`src/rtl/font_banner_ctrl.sv`:
```
// font_banner_ctrl
// Drives the text-banner font ROM from the VGA raster counters. The ROM
// address comes from a row base and a column counter, so no per-pixel
// multiply is needed. Show/hide/blink commands wait in a one-deep pending
// slot. They take effect only at the apply line, so a banner never tears.
//
//  state  | meaning
//  -------+-----------------------------------------------------------
//  OFF    | banner hidden; the address still tracks the raster
//  SHOW   | banner visible in every frame
//  BLINK  | banner visible while phase_on; the phase flips every
//         | BLINK_FRAMES frames
module font_banner_ctrl #(
  parameter int X0           = 160,
  parameter int Y0           = 390,
  parameter int W            = 320,
  parameter int H            = 50,
  parameter int APPLY_LINE   = 480,
  parameter int BLINK_FRAMES = 30
) (
  input  logic        clk,
  input  logic        rst,
  input  logic [9:0]  h_cnt,
  input  logic [9:0]  v_cnt,
  input  logic        cmd_valid,
  input  logic [1:0]  cmd_op,
  input  logic [1:0]  cmd_banner,
  output logic        cmd_ready,
  output logic [13:0] font_pixel_addr,
  output logic [1:0]  font_bank,
  output logic        font_en
);

  localparam logic [1:0] ST_OFF   = 2'd0;
  localparam logic [1:0] ST_SHOW  = 2'd1;
  localparam logic [1:0] ST_BLINK = 2'd2;

  localparam logic [1:0] OP_SHOW  = 2'b01;
  localparam logic [1:0] OP_BLINK = 2'b10;

  localparam logic [9:0] H_LO    = 10'(X0);
  localparam logic [9:0] H_HI    = 10'(X0 + W - 1);
  localparam logic [9:0] H_END   = 10'(X0 + W);
  localparam logic [9:0] V_LO    = 10'(Y0);
  localparam logic [9:0] V_HI    = 10'(Y0 + H - 1);
  // The last banner row never advances row_base, so row_base tops out at (H-1)*W.
  localparam logic [9:0] V_STEP  = 10'(Y0 + H - 2);
  localparam logic [9:0] V_APPLY = 10'(APPLY_LINE);
  localparam logic [13:0] ROW_STEP = 14'(W);

  localparam int BW = (BLINK_FRAMES > 1) ? $clog2(BLINK_FRAMES) : 1;
  localparam logic [BW-1:0] BLINK_LAST = BW'(BLINK_FRAMES - 1);

  logic [1:0]    state;
  logic [1:0]    pend_op;
  logic [1:0]    pend_bank;
  logic [BW-1:0] blink_cnt;
  logic          phase_on;
  logic [13:0]   row_base;
  logic [13:0]   col_cnt;

  logic          h_in;
  logic          v_in;
  logic          win;
  logic          apply_pt;
  logic          accept;
  logic          visible;
  logic          row_start;
  logic          row_step;
  logic [13:0]   col_cur;

  // Raster decode: window membership, apply point, counter events.
  always_comb begin
    h_in      = (h_cnt >= H_LO) && (h_cnt <= H_HI);
    v_in      = (v_cnt >= V_LO) && (v_cnt <= V_HI);
    win       = h_in && v_in;
    apply_pt  = (v_cnt == V_APPLY) && (h_cnt == 10'd0);
    accept    = cmd_valid && cmd_ready;
    row_start = (v_cnt == V_LO) && (h_cnt == 10'd0);
    row_step  = (h_cnt == H_END) && (v_cnt >= V_LO) && (v_cnt <= V_STEP);
    // The first window column restarts at zero, whatever the counter held.
    col_cur   = (h_cnt == H_LO) ? 14'd0 : col_cnt;
    visible   = (state == ST_SHOW) || ((state == ST_BLINK) && phase_on);
  end

  // Row base: cleared at the first banner row start, advanced by W after each row.
  always_ff @(posedge clk or posedge rst) begin
    if (rst) begin
      row_base <= 14'd0;
    end else if (row_start) begin
      row_base <= 14'd0;
    end else if (row_step) begin
      row_base <= row_base + ROW_STEP;
    end
  end

  // Column counter: runs across the window and idles at zero outside it.
  always_ff @(posedge clk or posedge rst) begin
    if (rst) begin
      col_cnt <= 14'd0;
    end else if (win) begin
      col_cnt <= col_cur + 14'd1;
    end else begin
      col_cnt <= 14'd0;
    end
  end

  // Registered ROM address and pixel enable, one cycle behind the raster.
  always_ff @(posedge clk or posedge rst) begin
    if (rst) begin
      font_pixel_addr <= 14'd0;
      font_en         <= 1'b0;
    end else begin
      font_pixel_addr <= win ? (row_base + col_cur) : 14'd0;
      font_en         <= win && visible;
    end
  end

  // Command slot, state machine and blink timer. Everything moves at the apply point.
  always_ff @(posedge clk or posedge rst) begin
    if (rst) begin
      state     <= ST_OFF;
      font_bank <= 2'd0;
      cmd_ready <= 1'b1;
      pend_op   <= 2'b00;
      pend_bank <= 2'd0;
      blink_cnt <= '0;
      phase_on  <= 1'b1;
    end else if (apply_pt && !cmd_ready) begin
      font_bank <= pend_bank;
      cmd_ready <= 1'b1;
      case (pend_op)
        OP_SHOW: state <= ST_SHOW;
        OP_BLINK: begin
          state     <= ST_BLINK;
          blink_cnt <= '0;
          phase_on  <= 1'b1;
        end
        default: state <= ST_OFF;
      endcase
    end else begin
      if (accept) begin
        pend_op   <= cmd_op;
        pend_bank <= cmd_banner;
        cmd_ready <= 1'b0;
      end
      if (apply_pt && (state == ST_BLINK)) begin
        if (blink_cnt == BLINK_LAST) begin
          blink_cnt <= '0;
          phase_on  <= ~phase_on;
        end else begin
          blink_cnt <= blink_cnt + BW'(1);
        end
      end
    end
  end

endmodule

```
`config.mk`:
```
export PLATFORM = sky130hd
export DESIGN_NAME = font_banner_ctrl
export DESIGN_NICKNAME = d
export VERILOG_FILES = /design/src/rtl/font_banner_ctrl.sv
export SDC_FILE = /design/constraint.sdc
export NUM_CORES = 1
export LEC_CHECK = 0
export ABC_AREA = 1
export CAP_MARGIN = 20
export CORE_ASPECT_RATIO = 2
export CORE_UTILIZATION = 60
export CTS_BUF_LIST = sky130_fd_sc_hd__clkbuf_8
export DETAILED_ROUTE_END_ITERATION = 8
export DONT_BUFFER_PORTS = 1
export PLACE_DENSITY = 0.76
export SETUP_SLACK_MARGIN = 0.4
export SLEW_MARGIN = 20
export SYNTH_ARGS = -nofsm -noshare
export SYNTH_HDL_FRONTEND = slang
export SYNTH_SLANG_ARGS = --single-unit
```
`constraint.sdc`:
```
create_clock -name clk -period 2.07 [get_ports clk]
set_input_delay 0.1035 -clock clk [delete_from_list [all_inputs] [get_ports clk]]
set_output_delay 0.1035 -clock clk [all_outputs]
set_load 0.1 [all_outputs]
```
== Word level (Yosys, flattened, before mapping) ==
Index checks and enable logic that the tools add are counted.

* Register bits: 58
* Input port bits: 27
* Word-level logic and storage cells: 70

* Multiplexer cells: 16
* Bitwise logic cells: 2
* Magnitude comparators: 5
* Equality and inequality tests: 10
* Reduce and logical (&&, ||, !) cells: 22
* Add/sub/neg operators: 4

{| class="wikitable"
|+ Operator list
! cell !! count
|-
| 14-bit two-way mux || 5
|-
| 10-bit by 9-bit == test with 1-bit output (second input constant) || 3
|-
| 10-bit by 9-bit less-or-equal comparator with 1-bit output (second input constant) || 3
|-
| 5-bit two-way mux || 4
|-
| 14-bit by 1-bit adder with 14-bit output (second input constant) || 1
|-
| 14-bit adder || 1
|-
| 14-bit by 9-bit adder with 14-bit output (second input constant) || 1
|-
| 1-bit logical AND || 12
|-
| 10-bit by 8-bit == test with 1-bit output (second input constant) || 1
|-
| 10-bit by 8-bit greater-or-equal comparator with 1-bit output (second input constant) || 1
|-
| 10-bit by 9-bit greater-or-equal comparator with 1-bit output (second input constant) || 1
|-
| 10-bit zero test || 1
|-
| 2-bit nonzero test || 4
|-
| 1-bit two-way mux || 6
|-
| 5-bit by 1-bit adder with 5-bit output (second input constant) || 1
|-
| 5-bit == test (second input constant) || 1
|-
| 2-bit by 1-bit == test with 1-bit output (second input constant) || 2
|-
| 2-bit == test (second input constant) || 2
|-
| 2-bit case mux with 2 select lines || 1
|-
| 2-bit AND reduction || 2
|-
| 3-bit AND reduction || 1
|-
| 2-bit by 1-bit != test with 1-bit output (second input constant) || 1
|-
| 1-bit inverter || 2
|-
| 1-bit zero test || 1
|-
| 1-bit logical OR || 1
|}

== Depth between registers and ports, before layout ==
* Word-level depth: 5
* Depth in mapped cells: 16
* Gate-level depth less buffers: 15

== Worst setup path after synthesis ==
OpenSTA, ideal clock, no wires.

* Kind: input-to-reg
* From: input port h_cnt[3]
* To: register font_pixel_addr[12]
* Cell stages on the path: 16
* Setup slack: 0.180 ns
* Setup time: 0.119 ns
* Arrival time: 1.771 ns
* Cells stage by stage: nor2_1 nand2_1 nor2_2 nand2_4 buf_6 nand2_1 inv_2 ha_1 a21oi_1 o21bai_1 a21oi_1 inv_1 nor2_1 nand3_1 nand2_1 nor2_1

* Longest elaborated chain between the ends: 4
* Elaborated cells between the ends (all ways): 8
* Those cells by class: 1 x add/sub; 2 x order compare; 1 x eq/ne; 2 x mux; 2 x reduce/logical

{| class="wikitable"
|+ RTL lines
! element !! RTL line !! text
|-
| from (decl) || 23 || <nowiki>input logic [9:0] h_cnt,</nowiki>
|-
| 10-bit by 8-bit == test with 1-bit output, or another cell as far along || 82 || <nowiki>col_cur = (h_cnt == H_LO) ? 14'd0 : col_cnt;</nowiki>
|-
| 14-bit two-way mux or 1-bit logical AND (tied branches) || 82, 74 ||
|-
| 14-bit adder or 1-bit logical AND (tied branches) || 114, 76 ||
|-
| 14-bit two-way mux * || 114 || <nowiki>font_pixel_addr <= win ? (row_base + col_cur) : 14'd0;</nowiki>
|-
| to (signal assigned) || 114 ||
|-
| to (decl) || 29 || <nowiki>output logic [13:0] font_pixel_addr,</nowiki>
|}

Every way passes the cells marked *; elsewhere a longest branch is shown, timed or not.
A chain may end at the register's enable or synchronous reset.

== Final worst setup path ==
* From: register col_cnt[10]
* To: register font_pixel_addr[12]

* Longest elaborated chain between the ends: 3

{| class="wikitable"
|+ RTL lines
! element !! RTL line !! text
|-
| from (decl) || 60 || <nowiki>logic [13:0] col_cnt;</nowiki>
|-
| from (signal assigned) || 102 || <nowiki>col_cnt <= col_cur + 14'd1;</nowiki>
|-
| 14-bit two-way mux || 82 ||
|-
| 14-bit adder || 114 ||
|-
| 14-bit two-way mux || 114 ||
|}

Every way passes these cells.

==> reports/results.ini <==
[run_status]
status=completed

[grt]
antenna_found_initial=0
grt_pass1_vias=2926
overflow=0
grt_usage_pct=29.9
grt_max_degree=29
grt_pass1_wl_um=12200

[finish]
num_antenna_cells=0
nNetsFinal=509
fillers=431
drive_gt1_share_pct=20.8
final_core_util_pct=73.7
area.growth.synth_to_final_pct=18.0

[power]
p_switching_mw=0.498
combPwrFrac_pct=8.5
clockPowerShare_pct=37.1
powerDensity_nw_per_um2=506
p_leak_nw=1.91
p_sw_share_pct=25.7
p_int_mw=1.44
p_seq_share_pct=54.4
worst_ir_drop_vdd_v=0.000733

[die]
core_area_um2=5180
dieArea_um2=5710
start_util_pct=62.5
fp.dieH_um=106
die_w_um=54.0
row_count=37
pin_count=45

[cts]
root_buffer=clkbuf_8
numCtsBuffers=5
cts_tree=done
insertion_delay_ns=0.32
clockBufferDepth=2
clock-sinks=52
cts-htree-levels=2
clkTransAtPathRegs_ns=0.10

[synth]
synth_cell_types=40
synth.net_count=468
seq_area_frac_synth_pct=40.2
synth_simple_gate_area_share_pct=32.4
ys_ff_latch=52
synth_xor_area_share_pct=2.43
synthArstFlopShare_pct=100
yosysTopAreaCell=dfrtp_1
synth_flop_cell=dfrtp_1
yosysWarnings=0
syn-instance-count=430
synth_top_family_by_area=simple AND/OR/NAND/NOR gates
synth_edf_count=0
synth_compound_area_share_pct=11.2
yosysTopAreaCellShare_pct=38.6
postSynthAreaPerCell_um2=7.53
synthMuxAreaShare_pct=0.348
synth_area_leaders=dfrtp_1 39%, nand2_1 8.9%, inv_1 7.2%
synthAdderAreaFrac_pct=4.25
syn-cell-area_um2=3240

[sta]
clock_skew_ns=0.00402
setup_viol=0
max_slew_margin_pct=42.6
finalSetupTns_ns=0
hold_viol=0
rsz0062_at_grt=true
worst_pin_slew_ns=0.862
max_freq_ghz=0.600
finalCritPeriodShare_pct=80.5
maxSlewViolCount=0
final.min_clock_period_ns=1.67

[placed_design]
dp_hpwl_um=5570
routabilityCongestion=1.05
portBuffers=0

[detailed_routing]
vias=2973
wl_per_cell_um=14.5
ant_nets=0
dr.pass1.iters=4
vias_per_cell=5.61
drt_first_iter_violations=111
drc=0
wl_um=7680

[worst_setup_path]
critPathKind=flip-flop to flip-flop
arrival_ns=1.89
cp_cell_sequence=nand2_4, inv_1, ha_4, inv_2, nor3_4, inv_1, nor2_1, nor2_2, a21oi_1, nor2_1
end_kind=flip-flop
cp_max_fo=4
cp-start-kind=flip-flop
max_stage_delay_ns=0.43
cp.required_ns=2.29
crit_slowest_cell=dfrtp_1

[run]
cap_violations=0

[min_path]
hold_class=input port to flip-flop

[state kept, by name, indices dropped and copies added, names as in the netlist]
| signal | flops |
|---|---|
| pend_bank | 2 |
| cmd_ready | 1 |
| col_cnt | 14 |
| font_bank | 2 |
| state | 2 |
| font_pixel_addr | 14 |
| font_en | 1 |
| blink_cnt | 5 |
| row_base | 8 |
| pend_op | 2 |
| phase_on | 1 |
[cell usage in the layout, fill, tap and decap left out, drive strengths merged, types with 11 or more instances in the layout]
master,instances
nand2,87
inv,67
nor2,62
dfrtp,50
nand3,37
buf,32
o21ai,28
a21oi,26
nor3,19
ha,11
[layout make-up]
class	instances	area (um2)	area share, %
timing repair buffer	38	313	8.18
clock inverter	3	42.5	1.11
sequential	52	1300	34.1
clock buffer	5	68.8	1.80
multi-input combinational	307	1770	46.3
inverter	67	254	6.64
tap	58	72.6	1.90
[routing by layer]
layer	vias to the layer above	wire length [um]	track usage [%]
li1	1476	-	-
met1	1388	2770	27.5
met2	86	4400	55.7
met3	23	208	4.86
met4	0	299	17.5
met5	-	0	0
[synth_stat cells, drive strengths merged, types with 3 or more instances]
cell,instances
a21oi,26
buf,4
dfrtp,50
ha,11
inv,67
nand2,87
nand3,37
nand3b,3
nand4,7
nor2,62
nor3,19
nor4,4
o21ai,28
xor2,7
[final timing paths]
| check | from | endpoint | slack [ns] | cells past startpoint |
|---|---|---|---|---|
| min in group asynchronous | rst | col_cnt[0] | 0.32 | 2 |
| hold reg to reg | state[1] | state[1] | 0.50 | 1 |
| hold / removal | v_cnt[1] | row_base[9] | 0.09 | 3 |
| setup reg to reg | col_cnt[10] | font_pixel_addr[12] | 0.40 | 10 |
| setup / recovery | col_cnt[10] | font_pixel_addr[12] | 0.40 | 10 |
| max in group asynchronous | rst | phase_on | 1.14 | 3 |
[cells by family after synthesis]
group	count (synthesis)
AO/OA/AOI/OAI	64
multiplexers	1
other	1
XOR/XNOR	9
flip-flops	52
AND/OR/NAND/NOR	221
adder cells (fa/ha/maj)	11
buffers and inverters	71
[critical path, delay by kind of cell, from the launching register on]
family | cells | cell delay [ns]
AOI/OAI and AO/OA | 1 | 0.12
and+or+nand+nor | 5 | 0.55
buffers and inverters | 3 | 0.18
DFF | 1 | 0.43
adders and majority gates | 1 | 0.28
[timing repair]
item	4_1_cts	5_1_grt
pin swaps	4	10
endpoints found under the hold margin	29	0
endpoints found under the setup margin	4	9
buffers inserted	3	13
resized for setup	5	11
hold buffers	6	0
[metrics by stage]
stage	instance area [um2]	power (mW)	std cells	setup slack (ns)	hold slack (ns)
2_1_floorplan	3320	1.19	430	0.353	0.167
3_3_place_gp	3480	1.22	500	0.175	0.0706
3_5_place_dp	3480	1.22	500	0.142	0.0713
4_1_cts	3690	1.95	517	0.403	0.0811
5_1_grt	3820	2.00	530	0.327	0.102
6_report	3820	1.94	530	0.404	0.0878
[power groups by stage]
stage / combinational (mW) / sequential, mW / clock, mW
3_3_place_gp: 0.149 / 1.07 / 0
5_1_grt: 0.183 / 1.05 / 0.758
4_1_cts: 0.163 / 1.05 / 0.732
3_5_place_dp: 0.152 / 1.07 / 0
6_report: 0.164 / 1.05 / 0.719
2_1_floorplan: 0.0959 / 1.10 / 0
No activity file was read; power rests on OpenSTA's default activity.
